--- config.mk ---
export PLATFORM = sky130hd
export DESIGN_NAME = mmu_ctrl_flat
export DESIGN_NICKNAME = d
export VERILOG_FILES = /design/src/rtl/tpu_pkg.sv /design/src/rtl/mmu_ctrl_if.sv /design/src/rtl/mmu_operand_rf.sv /design/src/rtl/mmu_ctrl.sv /design/src/flat_wrapper.sv
export SDC_FILE = /design/constraint.sdc
export NUM_CORES = 1
export LEC_CHECK = 0
export BUFFER_PORTS_ARGS = -buffer_cell sky130_fd_sc_hd__buf_2
export CORE_MARGIN = 2
export CORE_UTILIZATION = 54
export DETAILED_ROUTE_END_ITERATION = 12
export PLACE_DENSITY = 0.82
export SLEW_MARGIN = 20
export SYNTH_ARGS = -nofsm -noshare
export SYNTH_HDL_FRONTEND = slang
export SYNTH_SLANG_ARGS = --single-unit
--- constraint.sdc ---
create_clock -name clk -period 4.9 [get_ports clk]
set_input_delay 0.735 -clock clk [delete_from_list [all_inputs] [get_ports clk]]
set_output_delay 0.735 -clock clk [all_outputs]
set_load 0.005 [all_outputs]
--- src/rtl/tpu_pkg.sv ---
// -----------------------------------------------------------------------------
// tpu_pkg
// Shared definitions for the 2x2 systolic matrix multiplier and its control
// logic. It provides the default element widths, the controller state
// encoding, operand and result matrix types, and small helpers for the
// row/column skew used when streaming operands into the array.
// -----------------------------------------------------------------------------
package tpu_pkg;

  // Default operand element width and accumulator/result element width.
  localparam int TPU_DW = 8;
  localparam int TPU_AW = 16;

  typedef enum logic [2:0] {
    IDLE  = 3'd0,
    CLEAR = 3'd1,
    FEED  = 3'd2,
    WAIT  = 3'd3,
    HOLD  = 3'd4
  } mmu_ctrl_state_t;

  // Matrix element [r][c] sits at index [r][c]. Element [1][1] occupies the
  // most significant slice.
  typedef logic [1:0][1:0][TPU_DW-1:0] operand_mat_t;
  typedef logic [1:0][1:0][TPU_AW-1:0] result_mat_t;
  typedef logic [1:0][TPU_DW-1:0]      operand_vec_t;

  // Lane `lane` carries a real element on feed step `step` only when
  // 0 <= step - lane <= 1. Outside that window the lane carries zero.
  function automatic logic skew_hit(input logic [1:0] step, input int lane);
    return (int'(step) >= lane) && ((int'(step) - lane) <= 1);
  endfunction

  // Inner index (step - lane) of the element a lane carries. This value is
  // meaningful only when skew_hit() is true.
  function automatic logic skew_sel(input logic [1:0] step, input int lane);
    return 1'(int'(step) - lane);
  endfunction

endpackage : tpu_pkg

--- src/rtl/mmu_ctrl_if.sv ---
// -----------------------------------------------------------------------------
// mmu_ctrl_if
// Bundles the signals around mmu_ctrl: the host operand write port, the run
// control/status, the streams into the systolic array, the result coming
// back from the array, and the result handshake toward the host.
//
// Modports:
//   slave  - the controller's view (mmu_ctrl)
//   master - the surrounding system's view (host plus array)
//
// Signals:
//   ld_valid/ld_ready/ld_sel/ld_idx/ld_data  operand element write port
//   start/busy/timeout                       run control and status
//   mmu_clr/mmu_a/mmu_b/mmu_valid            streams into the array
//   mmu_valid_out/mmu_c                      array completion and result
//   res_valid/res_ready/res_c                captured result handshake
// -----------------------------------------------------------------------------
interface mmu_ctrl_if #(
  parameter int DW = tpu_pkg::TPU_DW,
  parameter int AW = tpu_pkg::TPU_AW
) ();

  logic                      ld_valid;
  logic                      ld_ready;
  logic                      ld_sel;
  logic [1:0]                ld_idx;
  logic [DW-1:0]             ld_data;

  logic                      start;
  logic                      busy;
  logic                      timeout;

  logic                      mmu_clr;
  logic [1:0][DW-1:0]        mmu_a;
  logic [1:0][DW-1:0]        mmu_b;
  logic                      mmu_valid;
  logic                      mmu_valid_out;
  logic [1:0][1:0][AW-1:0]   mmu_c;

  logic                      res_valid;
  logic                      res_ready;
  logic [1:0][1:0][AW-1:0]   res_c;

  modport slave (
    input  ld_valid, ld_sel, ld_idx, ld_data,
    output ld_ready,
    input  start,
    output busy, timeout,
    output mmu_clr, mmu_a, mmu_b, mmu_valid,
    input  mmu_valid_out, mmu_c,
    output res_valid, res_c,
    input  res_ready
  );

  modport master (
    output ld_valid, ld_sel, ld_idx, ld_data,
    input  ld_ready,
    output start,
    input  busy, timeout,
    input  mmu_clr, mmu_a, mmu_b, mmu_valid,
    output mmu_valid_out, mmu_c,
    input  res_valid, res_c,
    output res_ready
  );

endinterface : mmu_ctrl_if

--- src/rtl/mmu_operand_rf.sv ---
// -----------------------------------------------------------------------------
// mmu_operand_rf
// Stores the two 2x2 operand matrices A and B and an 8-bit mask that records
// which elements have been written. Stored contents persist until reset, so
// a later run can reuse the same operands.
//
// Ports:
//   clk    clock
//   rst    synchronous active-high reset; clears both matrices and the mask
//   we     write enable
//   sel    0 = matrix A, 1 = matrix B
//   idx    element index = row*2 + col
//   data   element value
//   a_mat  matrix A, element [r][c]
//   b_mat  matrix B, element [r][c]
//   full   high when all eight elements have been written
// -----------------------------------------------------------------------------
module mmu_operand_rf
  import tpu_pkg::*;
#(
  parameter int DW = TPU_DW
) (
  input  logic                    clk,
  input  logic                    rst,
  input  logic                    we,
  input  logic                    sel,
  input  logic [1:0]              idx,
  input  logic [DW-1:0]           data,
  output logic [1:0][1:0][DW-1:0] a_mat,
  output logic [1:0][1:0][DW-1:0] b_mat,
  output logic                    full
);

  // Bit {sel, idx} is set once that element has been written.
  logic [7:0] mask_q;

  // NOTE: This storage holds only eight elements. A start with a partly
  // loaded store must be rejected after reset, so the contents are reset
  // together with the mask. Large RAMs usually leave contents unreset.
  always_ff @(posedge clk) begin
    if (rst) begin
      a_mat  <= '0;
      b_mat  <= '0;
      mask_q <= '0;
    end else if (we) begin
      if (sel) b_mat[idx[1]][idx[0]] <= data;
      else     a_mat[idx[1]][idx[0]] <= data;
      mask_q[{sel, idx}] <= 1'b1;
    end
  end

  // This flag comes from the registered mask, so a write in the same cycle
  // as start is not yet visible when start is evaluated.
  assign full = &mask_q;

endmodule : mmu_operand_rf

--- src/rtl/mmu_ctrl.sv ---
// -----------------------------------------------------------------------------
// mmu_ctrl
// Operand sequencer and result collector for the 2x2 systolic multiplier.
// The controller collects A and B through the write port. On start it sends
// a one-cycle clear to the array and streams the skewed rows of A and the
// skewed columns of B over three feed steps. It then waits, for a bounded
// number of cycles, for the array's completion strobe. The captured result
// is held behind a valid/ready handshake.
//
// Ports:
//   clk   clock
//   rst   synchronous active-high reset; aborts any run
//   bus   mmu_ctrl_if.slave:
//           ld_*          operand write port; ld_ready is high only in IDLE
//           start         begin a run; ignored unless IDLE and all 8 loaded
//           busy          state is not IDLE
//           timeout       sticky abort flag; cleared by the next accepted start
//           mmu_clr       one-cycle accumulator clear
//           mmu_a/mmu_b   skewed row/column streams into the array
//           mmu_valid     array valid_in, high on the first feed step only
//           mmu_valid_out array completion strobe; used only in WAIT
//           mmu_c         array result
//           res_valid/res_ready/res_c  captured result handshake
//
// Parameters: DW operand width, AW result width, TIMEOUT maximum WAIT cycles.
// -----------------------------------------------------------------------------
module mmu_ctrl
  import tpu_pkg::*;
#(
  parameter int DW      = TPU_DW,
  parameter int AW      = TPU_AW,
  parameter int TIMEOUT = 15
) (
  input  logic       clk,
  input  logic       rst,
  mmu_ctrl_if.slave  bus
);

  // The counter only needs to hold 0 .. TIMEOUT-1, because the run leaves
  // WAIT on that last value.
  localparam int CW = (TIMEOUT < 2) ? 1 : $clog2(TIMEOUT);
  localparam logic [CW-1:0] WAIT_LAST = CW'(TIMEOUT - 1);

  mmu_ctrl_state_t         state_q, state_n;
  logic [1:0]              step_q, step_n;
  logic [CW-1:0]           wait_q, wait_n;
  logic                    timeout_q, timeout_n;
  logic                    clr_q, clr_n;
  logic                    valid_q, valid_n;
  logic [1:0][DW-1:0]      a_q, a_n;
  logic [1:0][DW-1:0]      b_q, b_n;
  logic                    res_valid_q, res_valid_n;
  logic [1:0][1:0][AW-1:0] res_c_q, res_c_n;

  logic                    idle;
  logic                    full;
  logic [1:0][1:0][DW-1:0] a_mat;
  logic [1:0][1:0][DW-1:0] b_mat;

  assign idle = (state_q == IDLE);

  mmu_operand_rf #(.DW(DW)) u_rf (
    .clk   (clk),
    .rst   (rst),
    .we    (bus.ld_valid && idle),
    .sel   (bus.ld_sel),
    .idx   (bus.ld_idx),
    .data  (bus.ld_data),
    .a_mat (a_mat),
    .b_mat (b_mat),
    .full  (full)
  );

  // Next state, and the next value of each registered output. The outputs
  // are computed from the next state so that each one is valid in the same
  // cycle as the state it belongs to.
  // NOTE: Every signal is given its default before the case statement.
  // This lets a branch assign only the signals it changes, and no signal
  // is left unassigned on any path, so no latches are inferred.
  always_comb begin
    state_n   = state_q;
    step_n    = step_q;
    wait_n    = wait_q;
    timeout_n = timeout_q;
    res_c_n   = res_c_q;

    case (state_q)
      IDLE: begin
        if (bus.start && full) begin
          state_n   = CLEAR;
          timeout_n = 1'b0;
        end
      end
      CLEAR: begin
        state_n = FEED;
        step_n  = 2'd0;
      end
      FEED: begin
        if (step_q == 2'd2) begin
          state_n = WAIT;
          wait_n  = '0;
        end else begin
          step_n = step_q + 2'd1;
        end
      end
      WAIT: begin
        wait_n = wait_q + CW'(1);
        // A strobe takes priority, including in the last allowed cycle.
        if (bus.mmu_valid_out) begin
          res_c_n = bus.mmu_c;
          state_n = HOLD;
        end else if (wait_q == WAIT_LAST) begin
          timeout_n = 1'b1;
          state_n   = IDLE;
        end
      end
      HOLD: begin
        if (bus.res_ready) state_n = IDLE;
      end
      default: state_n = IDLE;
    endcase

    clr_n       = (state_n == CLEAR);
    valid_n     = (state_n == FEED) && (step_n == 2'd0);
    res_valid_n = (state_n == HOLD);

    a_n = '0;
    b_n = '0;
    if (state_n == FEED) begin
      for (int lane = 0; lane < 2; lane++) begin
        if (skew_hit(step_n, lane)) begin
          a_n[lane] = a_mat[lane][skew_sel(step_n, lane)];
          b_n[lane] = b_mat[skew_sel(step_n, lane)][lane];
        end
      end
    end
  end

  // NOTE: State is updated with non-blocking assignments. All registers
  // then sample their inputs at the same edge, and the order of the
  // statements does not change the result.
  always_ff @(posedge clk) begin
    if (rst) begin
      state_q     <= IDLE;
      step_q      <= '0;
      wait_q      <= '0;
      timeout_q   <= 1'b0;
      clr_q       <= 1'b0;
      valid_q     <= 1'b0;
      a_q         <= '0;
      b_q         <= '0;
      res_valid_q <= 1'b0;
      res_c_q     <= '0;
    end else begin
      state_q     <= state_n;
      step_q      <= step_n;
      wait_q      <= wait_n;
      timeout_q   <= timeout_n;
      clr_q       <= clr_n;
      valid_q     <= valid_n;
      a_q         <= a_n;
      b_q         <= b_n;
      res_valid_q <= res_valid_n;
      res_c_q     <= res_c_n;
    end
  end

  assign bus.ld_ready  = idle;
  assign bus.busy      = !idle;
  assign bus.timeout   = timeout_q;
  assign bus.mmu_clr   = clr_q;
  assign bus.mmu_a     = a_q;
  assign bus.mmu_b     = b_q;
  assign bus.mmu_valid = valid_q;
  assign bus.res_valid = res_valid_q;
  assign bus.res_c     = res_c_q;

endmodule : mmu_ctrl

--- src/flat_wrapper.sv ---
// flat-port wrapper written by rule: the top's interface ports become plain ports
module mmu_ctrl_flat import tpu_pkg::*;
#(
  parameter int DW      = TPU_DW,
  parameter int AW      = TPU_AW,
  parameter int TIMEOUT = 15
)
  (clk, rst, bus_ld_valid, bus_ld_sel, bus_ld_idx, bus_ld_data, bus_ld_ready, bus_start, bus_busy, bus_timeout, bus_mmu_clr, bus_mmu_a, bus_mmu_b, bus_mmu_valid, bus_mmu_valid_out, bus_mmu_c, bus_res_valid, bus_res_c, bus_res_ready);
  mmu_ctrl_if #(.DW(DW), .AW(AW)) bus_i ();
  input  logic clk;
  input  logic rst;
  input wire logic [$bits(bus_i.ld_valid)-1:0] bus_ld_valid;
  input wire logic [$bits(bus_i.ld_sel)-1:0] bus_ld_sel;
  input wire logic [$bits(bus_i.ld_idx)-1:0] bus_ld_idx;
  input wire logic [$bits(bus_i.ld_data)-1:0] bus_ld_data;
  output wire logic [$bits(bus_i.ld_ready)-1:0] bus_ld_ready;
  input wire logic [$bits(bus_i.start)-1:0] bus_start;
  output wire logic [$bits(bus_i.busy)-1:0] bus_busy;
  output wire logic [$bits(bus_i.timeout)-1:0] bus_timeout;
  output wire logic [$bits(bus_i.mmu_clr)-1:0] bus_mmu_clr;
  output wire logic [$bits(bus_i.mmu_a)-1:0] bus_mmu_a;
  output wire logic [$bits(bus_i.mmu_b)-1:0] bus_mmu_b;
  output wire logic [$bits(bus_i.mmu_valid)-1:0] bus_mmu_valid;
  input wire logic [$bits(bus_i.mmu_valid_out)-1:0] bus_mmu_valid_out;
  input wire logic [$bits(bus_i.mmu_c)-1:0] bus_mmu_c;
  output wire logic [$bits(bus_i.res_valid)-1:0] bus_res_valid;
  output wire logic [$bits(bus_i.res_c)-1:0] bus_res_c;
  input wire logic [$bits(bus_i.res_ready)-1:0] bus_res_ready;
  assign bus_i.ld_valid = bus_ld_valid;
  assign bus_i.ld_sel = bus_ld_sel;
  assign bus_i.ld_idx = bus_ld_idx;
  assign bus_i.ld_data = bus_ld_data;
  assign bus_ld_ready = bus_i.ld_ready;
  assign bus_i.start = bus_start;
  assign bus_busy = bus_i.busy;
  assign bus_timeout = bus_i.timeout;
  assign bus_mmu_clr = bus_i.mmu_clr;
  assign bus_mmu_a = bus_i.mmu_a;
  assign bus_mmu_b = bus_i.mmu_b;
  assign bus_mmu_valid = bus_i.mmu_valid;
  assign bus_i.mmu_valid_out = bus_mmu_valid_out;
  assign bus_i.mmu_c = bus_mmu_c;
  assign bus_res_valid = bus_i.res_valid;
  assign bus_res_c = bus_i.res_c;
  assign bus_i.res_ready = bus_res_ready;
  mmu_ctrl #(.DW(DW), .AW(AW), .TIMEOUT(TIMEOUT)) u_core (.clk(clk), .rst(rst), .bus(bus_i));
endmodule
==> results of run 1 <==
[per-stage QoR]
step	power, mW	instances
6_report	2.88	1086
3_3_place_gp	1.63	1057
3_5_place_dp	1.63	1057
4_1_cts	2.89	1085
2_1_floorplan	1.58	763
5_1_grt	2.97	1085
[path summary, 6_finish.rpt]
check | startpoint | end | slack, ps | depth (start not counted)
setup / recovery | u_core.step_q[0] | u_core.bus.mmu_a[8] | 1610 | 8
hold reg to reg | u_core.u_rf.mask_q[1] | u_core.u_rf.mask_q[1] | 440 | 2
setup reg to reg | u_core.step_q[0] | u_core.bus.mmu_a[8] | 1610 | 8
hold / removal | u_core.u_rf.mask_q[1] | u_core.u_rf.mask_q[1] | 440 | 2
[cell families after synthesis]
kind of cell / share of synthesized area, %
AOI/OAI and AO/OA: 12.1
xor gates and xnor gates: 0.130
adders and majority gates: 1.11
buffers and inverters: 5.11
DFF: 53.6
muxes: 9.47
and+or+nand+nor: 18.5
[where the power goes]
group / internal [mW] / switching (mW) / leakage (nW)
registers: 1.49 / 0.00668 / 1.46
logic: 0.0453 / 0.0621 / 1.79
clock network: 0.763 / 0.515 / 0.271
[registers in the layout, summed over array words and instances, names as in the netlist]
| register | flops |
|---|---|
| u_core.bus.mmu_valid | 1 |
| u_core.wait_q | 4 |
| u_core.bus.mmu_clr | 1 |
| u_core.u_rf.b_mat | 32 |
| u_core.step_q | 2 |
| u_core.u_rf.a_mat | 32 |
| u_core.bus.mmu_a | 16 |
| u_core.bus.res_c | 64 |
| u_core.u_rf.mask_q | 8 |
| u_core.state_q | 3 |
| u_core.bus.timeout | 1 |
| u_core.bus.res_valid | 1 |
| u_core.bus.mmu_b | 16 |
[final cells by class]
cell class | instances | area share, %
timing repair buffer | 191 | 11.9
antenna | 1 | 0.0305
multi-input combinational | 507 | 34.3
clock buffer | 22 | 5.65
sequential | 181 | 44.1
inverter | 10 | 0.457
clock inverter | 6 | 0.975
tap | 168 | 2.56
[per-layer routing]
metal  vias to the layer above  global-route usage [%]
met3                        35                    7.95
met1                      2785                    30.9
met2                       242                    43.7
li1                       2859                       -
met5                         -                       0
met4                         0                    10.6
[layout by cell type, fill, tap and decap left out, types with 3 or more instances in the layout]
master       n
nor2_1      88
mux2i_1     64
clkbuf_16   17
and2_1       3
buf_4       10
a211oi_1    16
dfxtp_1    181
clkbuf_1     3
nor3_1       4
nor4b_2      3
buf_2      181
nand2_1    133
nand3_1     37
o21ai_0     32
ha_1         6
inv_1       10
clkinv_2     4
a21oi_1     89
[tightest hold or removal path, cell delays in order (launching register included)]
cell     delay, ps
dfxtp_1        310
inv_1           50
a21oi_1         50
==> impl_metrics.csv, run 1 <==
group,metric,value,unit
route,viasPerCell,5.45,
sta,whs,445,ps
clock_tree,cts_resized,0,
die,fp.dieH,116,um
power,leakage,3.52,nW
die,die-area,13400,um^2
sta,max_clock_freq,0.304,GHz
route,top_layer,"met4",
finish,regArea,3620,um^2
route,ant_nets,0,
sta,maxSlewHeadroom,32.1,%
route,drtPass1Iterations,6,
power,irDropWorstVdd,263,uV
die,start_util,55.8,%
route,dr_wl_met2,8.48,mm
die,die_w,116,um
finish,nets,995,
finish,fill_cells,1010,
sta,timing.final.hold_violations,0,
clock_tree,insertion_delay,420,ps
clock_tree,clock_path_buffers,2,
placement,dpl.hpwl,11.6,mm
die,rows,40,
sta,slew_violations,0,
sta,worstMarginPinSlew,1020,ps
placement,gp_congestion,0.785,
clock_tree,cts_sinks,181,
clock_tree,cts_setup_buffers,0,
worst_setup_path,worstPathMaxFanout,33,
sta,period_share,67.1,%
route,met1Wirelength,7.16,mm
route,wl_per_cell,16.2,um
logic_synthesis,synth-seq-area-share,53.6,%
power,power_density,350,nW/um^2
global_route,grt_max_degree,84,
die,core,12100,um^2
global_route,grt_pass1_vias,5327,
logic_synthesis,yosys.area.top_type,"dfxtp_1",
global_route,grt_use_total,25.9,%
sta,rsz0062_at_grt,"false",
sta,setup-tns-final,0,ps
logic_synthesis,ys_ff_latch,181,
logic_synthesis,synth.yosys.warnings,0,
clock_tree,numCtsBuffers,17,
route,wl_met3,1.43,mm
worst_setup_path,critical_path.max_stage_delay,840,ps
logic_synthesis,yosysMostFrequentCell,"dfxtp_1",
worst_setup_path,cp-start-kind,"flop",
finish,fin_util,67.8,%
placement,dp_slack,1730,ps
global_route,gr-total-overflow,0,
clock_tree,clockRootBuffer,"clkbuf_16",
clock_tree,cts_tree,"yes",
logic_synthesis,synthArstFlopShare,0,%
placement,io_buffers,182,
clock_tree,ctsHoldBuffers,0,
global_route,grt_pass1_wl,26.9,mm
logic_synthesis,avgSynthCellArea,8.86,um^2
logic_synthesis,ys_top_cells_by_area,"dfxtp_1 54%, mux2i_1 9.5%, nand2_1 7.4%",
worst_setup_path,worst-setup-path-type,"reg2reg",
worst_setup_path,cp_top_family,"compound AO/OA/AOI/OAI gates",
worst_setup_path,cp_cell_sequence,"inv_1, ha_1, nor3b_1, o21a_1, nor2_1, ha_1, nand4_1, a21oi_1",
logic_synthesis,synth_edf_count,0,
finish,fin_area,8210,um^2
route,drc,0,
run_status,status,"finished clean",
job,maxCapViolCount,0,
logic_synthesis,synthDistinctLibCells,41,
placement,post_dp_cell_area,7660,um^2
worst_setup_path,crit_buf_inv,1,
logic_synthesis,syn_inst,763,
finish,multiInputGateArea,2810,um^2
logic_synthesis,synth_nets,850,
route,vias,5921,
clock_tree,clk_pin_slew,60,ps
sta,fin_worst_skew,6.09,ps
logic_synthesis,ys.flop_type,"dfxtp_1",
clock_tree,htree_levels,4,
sta,worst_slack,1610,ps
worst_setup_path,cp-end-kind,"flop",
worst_setup_path,path_common_cell,"ha_1",
global_route,antenna_found_initial,1,
die,ios,183,
sta,setup_viol,0,
logic_synthesis,synth_top_area_share,53.6,%
route,routed_wl,17.5,mm
sta,min_period,3290,ps
logic_synthesis,synth_area,6760,um^2
hold_path,hold_class,"reg2reg",
worst_setup_path,slowest_stage,"o21a_1",
worst_setup_path,worstPathRequired,5220,ps
route,drtIter0Drc,504,
finish,drive_gt1_share,24.6,%
finish,syn2layout_area_growth,21.4,%
worst_setup_path,cp.arrival,3600,ps
logic_synthesis,synthTopCellsByCount,"181 x dfxtp_1, 134 x nand2_1, 89 x a21oi_1, 89 x nor2_1, 64 x mux2i_1",
Note: power is estimated with default switching activity, not from simulation.
==> run 2: changes to the inputs <==
Settings changed: CORE_UTILIZATION 54 to 52, PLACE_DENSITY 0.82 to 0.79.
Clock period 4.9 ns to 3.4 ns, I/O delays scaled along.
==> run 2 against run 1 <==
Effect of this change: core utilization decreased by 1.9 points; wire length decreased by 2.2%; register-to-register slack got worse by 680 ps; sequential power increased by 44%; final cell count increased by 1.1%; hold slack got worse by 130 ps; clock-buffer cell count decreased by 3; clock skew increased by 1.7 ps; design area increased by 1.7%; first-iteration DRC count decreased by 3.2%; critical path type unchanged; largest cell class unchanged.
==> impl_metrics.csv, run 2 (synthesis gave the netlist of run 1 again) <==
group,metric,value,unit
route,wl_per_cell,15.6,um
placement,placedCellCount,1066,
route,dr_wl_met2,8.34,mm
finish,drive_gt1_share,25.5,%
worst_setup_path,worstPathRequired,3720,ps
worst_setup_path,crit_buf_inv,0,
placement,io_buffers,182,
power,power_density,532,nW/um^2
power,irDropWorstVdd,371,uV
worst_setup_path,cp-end-kind,"flop",
worst_setup_path,critical_path.max_stage_delay,650,ps
placement,dpl.hpwl,11.2,mm
route,routed_wl,17.2,mm
die,die-area,13900,um^2
die,fp.dieH,118,um
sta,slew_violations,0,
run_status,status,"finished clean",
route,top_layer,"met4",
sta,setup_viol,0,
sta,maxSlewHeadroom,42.9,%
global_route,antenna_found_initial,0,
clock_tree,clk_pin_slew,60,ps
route,wl_met3,1.37,mm
worst_setup_path,r2r_setup_slack,930,ps
worst_setup_path,critPathLaunch,"u_core.state_q[1]",
finish,final_cells,1098,
finish,antenna_cells,0,
placement,gp_congestion,0.821,
worst_setup_path,cp_top_family,"simple AND/OR/NAND/NOR gates",
sta,worstMarginPinSlew,856,ps
clock_tree,htree_levels,4,
finish,nets,1000,
finish,syn2layout_area_growth,23.4,%
placement,dp_slack,1030,ps
clock_tree,cts_tree,"yes",
hold_path,hold_class,"in2reg",
sta,rsz0062_at_grt,"false",
job,maxCapViolCount,0,
clock_tree,cts_setup_buffers,0,
clock_tree,numCtsBuffers,17,
die,rows,41,
finish,fin_area,8350,um^2
sta,setup-tns-final,0,ps
sta,fin_worst_skew,7.75,ps
placement,post_dp_cell_area,7700,um^2
die,core,12700,um^2
sta,min_period,2470,ps
route,drtPass1Iterations,5,
clock_tree,insertion_delay,430,ps
sta,timing.final.hold_violations,0,
clock_tree,clock_path_buffers,2,
power,leakage,3.59,nW
sta,period_share,72.7,%
die,die_w,118,um
finish,fin_util,65.9,%
global_route,grt_pass1_wl,27.4,mm
worst_setup_path,cp_cell_sequence,"and4b_1, a311oi_1, nand3_1, a211oi_1",
sta,worst_slack,929,ps
clock_tree,cts_resized,0,
global_route,gr-total-overflow,0,
route,vias,5796,
finish,mostFrequentLayoutCells,"181 x buf_2, 181 x dfxtp_1, 133 x nand2_1, 89 x nor2_1, 89 x a21oi_1",
route,drtIter0Drc,488,
route,viasPerCell,5.28,
route,ant_nets,0,
worst_setup_path,worst-setup-path-type,"reg2reg",
clock_tree,ctsHoldBuffers,0,
global_route,grt_use_total,24.8,%
worst_setup_path,worstPathMaxFanout,17,
worst_setup_path,cp.arrival,2790,ps
route,drc,0,
worst_setup_path,worst_r2r_endpoint,"u_core.bus.mmu_b[4]",
global_route,grt_pass1_vias,5335,
worst_setup_path,r2r.worst_path.cells,4,
clock_tree,clockRootBuffer,"clkbuf_16",
finish,largest_register_ffs,64,
worst_setup_path,crit_end,"u_core.bus.mmu_b[4]",
sta,max_clock_freq,0.405,GHz
die,ios,183,
global_route,grt_max_degree,86,
worst_setup_path,slowest_stage,"dfxtp_1",
worst_setup_path,crit_cells,4,
worst_setup_path,r2r_start,"u_core.state_q[1]",
route,met1Wirelength,7.18,mm
worst_setup_path,cp-start-kind,"flop",
clock_tree,cts_sinks,181,
die,start_util,53.4,%
run 2: cell type report:
cell class,instances,area (um^2)
multi-input combinational,507,2810
tap,172,215
fill,1063,4320
clock buffer,19,443
sequential,181,3620
inverter,10,37.5
clock inverter,13,203
timing repair buffer,196,1020
run 2: report_power, final:
part           switching, mW  total, mW  internal [mW]  leakage (nW)
Clock                  0.813       2.14           1.32         0.314
Sequential           0.00983       2.15           2.14          1.46
Combinational         0.0888      0.154         0.0652          1.81
Total                  0.912       4.44           3.53          3.59
run 2: routing by layer:
metal / vias up / GRT usage (%)
li1: 2868 / -
met1: 2674 / 31.8
met2: 233 / 40.7
met3: 21 / 5.91
met4: 0 / 8.73
met5: - / 0
run 2: through the flow:
stage / power, mW / hold slack (ps)
after global placement: 2.35 / 430
after floorplan: 2.28 / 420
after global routing: 4.57 / 313
final: 4.44 / 311
after CTS: 4.46 / 298
after detailed placement: 2.35 / 439
run 2: worst min-delay path by stage:
stage	to	slack (ps)	from	cells after the start
finish	u_core.bus.res_c[22]	310	bus_mmu_c[22]	3
global route	u_core.bus.res_c[9]	310	bus_mmu_c[9]	3
CTS	u_core.bus.res_c[50]	300	bus_mmu_c[50]	3
detailed placement	u_core.u_rf.mask_q[1]	440	u_core.u_rf.mask_q[1]	2
global placement	u_core.u_rf.mask_q[3]	430	u_core.u_rf.mask_q[3]	2
floorplan	u_core.u_rf.mask_q[7]	420	u_core.u_rf.mask_q[7]	2
run 2: worst register-to-register path: stages (launching register included):
cell and delay [ps]:
dfxtp_1 650, and4b_1 270, a311oi_1 420, nand3_1 600, a211oi_1 420
==> run 3: changes to the inputs <==
Settings changed: CORE_UTILIZATION 52 to 47, PLACE_DENSITY 0.79 to 0.76.
Clock period 3.4 ns to 2.27 ns, I/O delays scaled along.
==> run 3 against run 2 <==
Effect of this change: worst setup slack got worse by 660 ps; power rose by 41%; clock power rose by 31%; critical path depth rose by 4; core utilization fell by 6.1 points; design area rose by 0.24%; non-clock buffer count rose by 8; largest cell class unchanged; largest power group unchanged; highest routed layer is now met5.
==> impl_metrics.csv, run 3 (synthesis gave the netlist of run 1 again) <==
group,metric,value,unit
sta,worstMarginPinSlew,709,ps
die,rows,43,
die,start_util,48.4,%
global_route,grt_max_degree,148,
global_route,gr-total-overflow,0,
sta,min_period,2000,ps
placement,post_dp_cell_area,7800,um^2
finish,largest_register_ffs,64,
finish,fin_area,8370,um^2
die,fp.dieH,124,um
route,wl_per_cell,15.6,um
global_route,grt_pass1_wl,26.0,mm
worst_setup_path,cp.arrival,2340,ps
worst_setup_path,cp-start-kind,"flop",
sta,setup_viol,0,
finish,mostFrequentLayoutCells,"181 x buf_2, 180 x dfxtp_1, 133 x nand2_1, 89 x nor2_1, 89 x a21oi_1",
placement,dpl.hpwl,11.5,mm
global_route,grt_use_total,22.2,%
route,routed_wl,17.4,mm
sta,rsz0062_at_grt,"false",
power,total_power,6.26,mW
sta,period_share,88.2,%
route,viasPerCell,5.25,
clock_tree,clockRootBuffer,"clkbuf_16",
route,drtPass1Iterations,4,
worst_setup_path,worst-setup-path-type,"reg2reg",
hold_path,hold_class,"in2reg",
power,leakage,3.58,nW
finish,final_common_cell,"buf_2",
worst_setup_path,critPathLaunch,"u_core.step_q[0]",
run_status,status,"finished clean",
power,clkPwrFrac,44.8,%
clock_tree,cts_tree,"yes",
route,ant_nets,0,
finish,fill_cells,1244,
hold_path,min_from,"bus_mmu_c[18]",
clock_tree,cts_sinks,181,
worst_setup_path,r2r_start,"u_core.step_q[0]",
global_route,grt_pass1_vias,5159,
worst_setup_path,crit_end,"u_core.bus.mmu_a[5]",
finish,multiInputGateArea,2810,um^2
global_route,met1_usage,27.3,%
global_route,top_usage_layer,"met2",
clock_tree,htree_levels,4,
die,die_w,124,um
finish,syn2layout_area_growth,23.7,%
global_route,gr-usage-met2,36.7,%
power,p_seq_share,51.5,%
die,ios,183,
sta,timing.final.hold_violations,0,
worst_setup_path,r2r_setup_slack,270,ps
clock_tree,insertion_delay,430,ps
power,internal_power,4.86,mW
worst_setup_path,cp-end-kind,"flop",
sta,slew_violations,0,
sta,max_clock_freq,0.500,GHz
route,vias,5851,
job,maxCapViolCount,0,
power,power_density,748,nW/um^2
sta,maxSlewHeadroom,52.7,%
die,die-area,15400,um^2
finish,nets,1008,
clock_tree,clock_path_buffers,2,
sta,setup-tns-final,0,ps
worst_setup_path,r2r.worst_path.cells,8,
placement,gp_congestion,0.796,
power,power_switching,1.40,mW
worst_setup_path,worstPathRequired,2600,ps
finish,regArea,3620,um^2
route,drtIter0Drc,421,
die,core,14000,um^2
global_route,antenna_found_initial,2,
route,drc,0,
sta,fin_worst_skew,8.48,ps
finish,drive_gt1_share,26.2,%
clock_tree,ctsHoldBuffers,0,
worst_setup_path,worst_r2r_endpoint,"u_core.bus.mmu_a[5]",
global_route,met3_usage,7.19,%
power,combinationalPowerShare,3.8,%
power,irDropWorstVdd,552,uV
clock_tree,clk_pin_slew,70,ps
placement,io_buffers,182,
clock_tree,numCtsBuffers,17,
worst_setup_path,worstPathMaxFanout,16,
power,sw_frac_of_total,22.4,%
[run 3: cell count changes in the layout (fill, tap and decap cells not counted), sizes merged]
cell / before / now
inv: 12 / 13
bufinv: 5 / 1
clkinvlp: 2 / 3
buf: 196 / 204
diode: 0 / 1
clkinv: 4 / 6
[run 3: worst max-delay path, cell delays in order, from the launching register on]
cell      delay (ps)
dfxtp_1          360
inv_1             70
ha_1             290
and2_1           150
a221oi_2         330
ha_1             210
nor2_1            40
buf_4            200
a211oi_1         250
[run 3: how the worst min path moves through the flow]
stage | slack, ps | end | depth (start not counted)
after detailed placement | 430 | u_core.u_rf.mask_q[1] | 2
after global placement | 430 | u_core.u_rf.mask_q[1] | 2
after global routing | 130 | u_core.bus.res_c[63] | 3
after floorplan | 420 | u_core.u_rf.mask_q[7] | 2
after CTS | 130 | u_core.bus.res_c[18] | 3
final | 140 | u_core.bus.res_c[18] | 3
[run 3: per-layer routing]
metal,wire length [um],up-vias
met4,289,2
met3,1510,22
met2,8250,226
met5,13,-
li1,-,2889
met1,7370,2712
[run 3: metrics by stage]
step	setup slack [ps]	util (%)	hold slack [ps]	std cells
floorplan	77.5	-	420	763
detailed placement	221	55.8	434	1082
global placement	289	55.8	430	1082
finish	268	59.8	144	1115
global route	69.5	59.8	134	1115
CTS	199	59.8	126	1114
[run 3: layout make-up]
cell class	instances	area share, %
sequential	181	43.3
multi-input combinational	507	33.6
timing repair buffer	204	13.2
clock buffer	19	5.29
tap	180	2.69
clock inverter	13	1.48
inverter	10	0.448
antenna	1	0.0299
[run 3: repair_timing]
item	4_1_cts	5_1_grt
resized for setup	0	1
setup buffers	0	0
endpoints found under the setup margin	0	2
[run 3: power groups by stage]
stage	Clock [mW]	Combinational (mW)	Sequential (mW)
6_report	2.80	0.237	3.22
3_5_place_dp	0	0.235	3.29
5_1_grt	3.00	0.259	3.22
2_1_floorplan	0	0.132	3.29
3_3_place_gp	0	0.233	3.29
4_1_cts	2.85	0.237	3.22
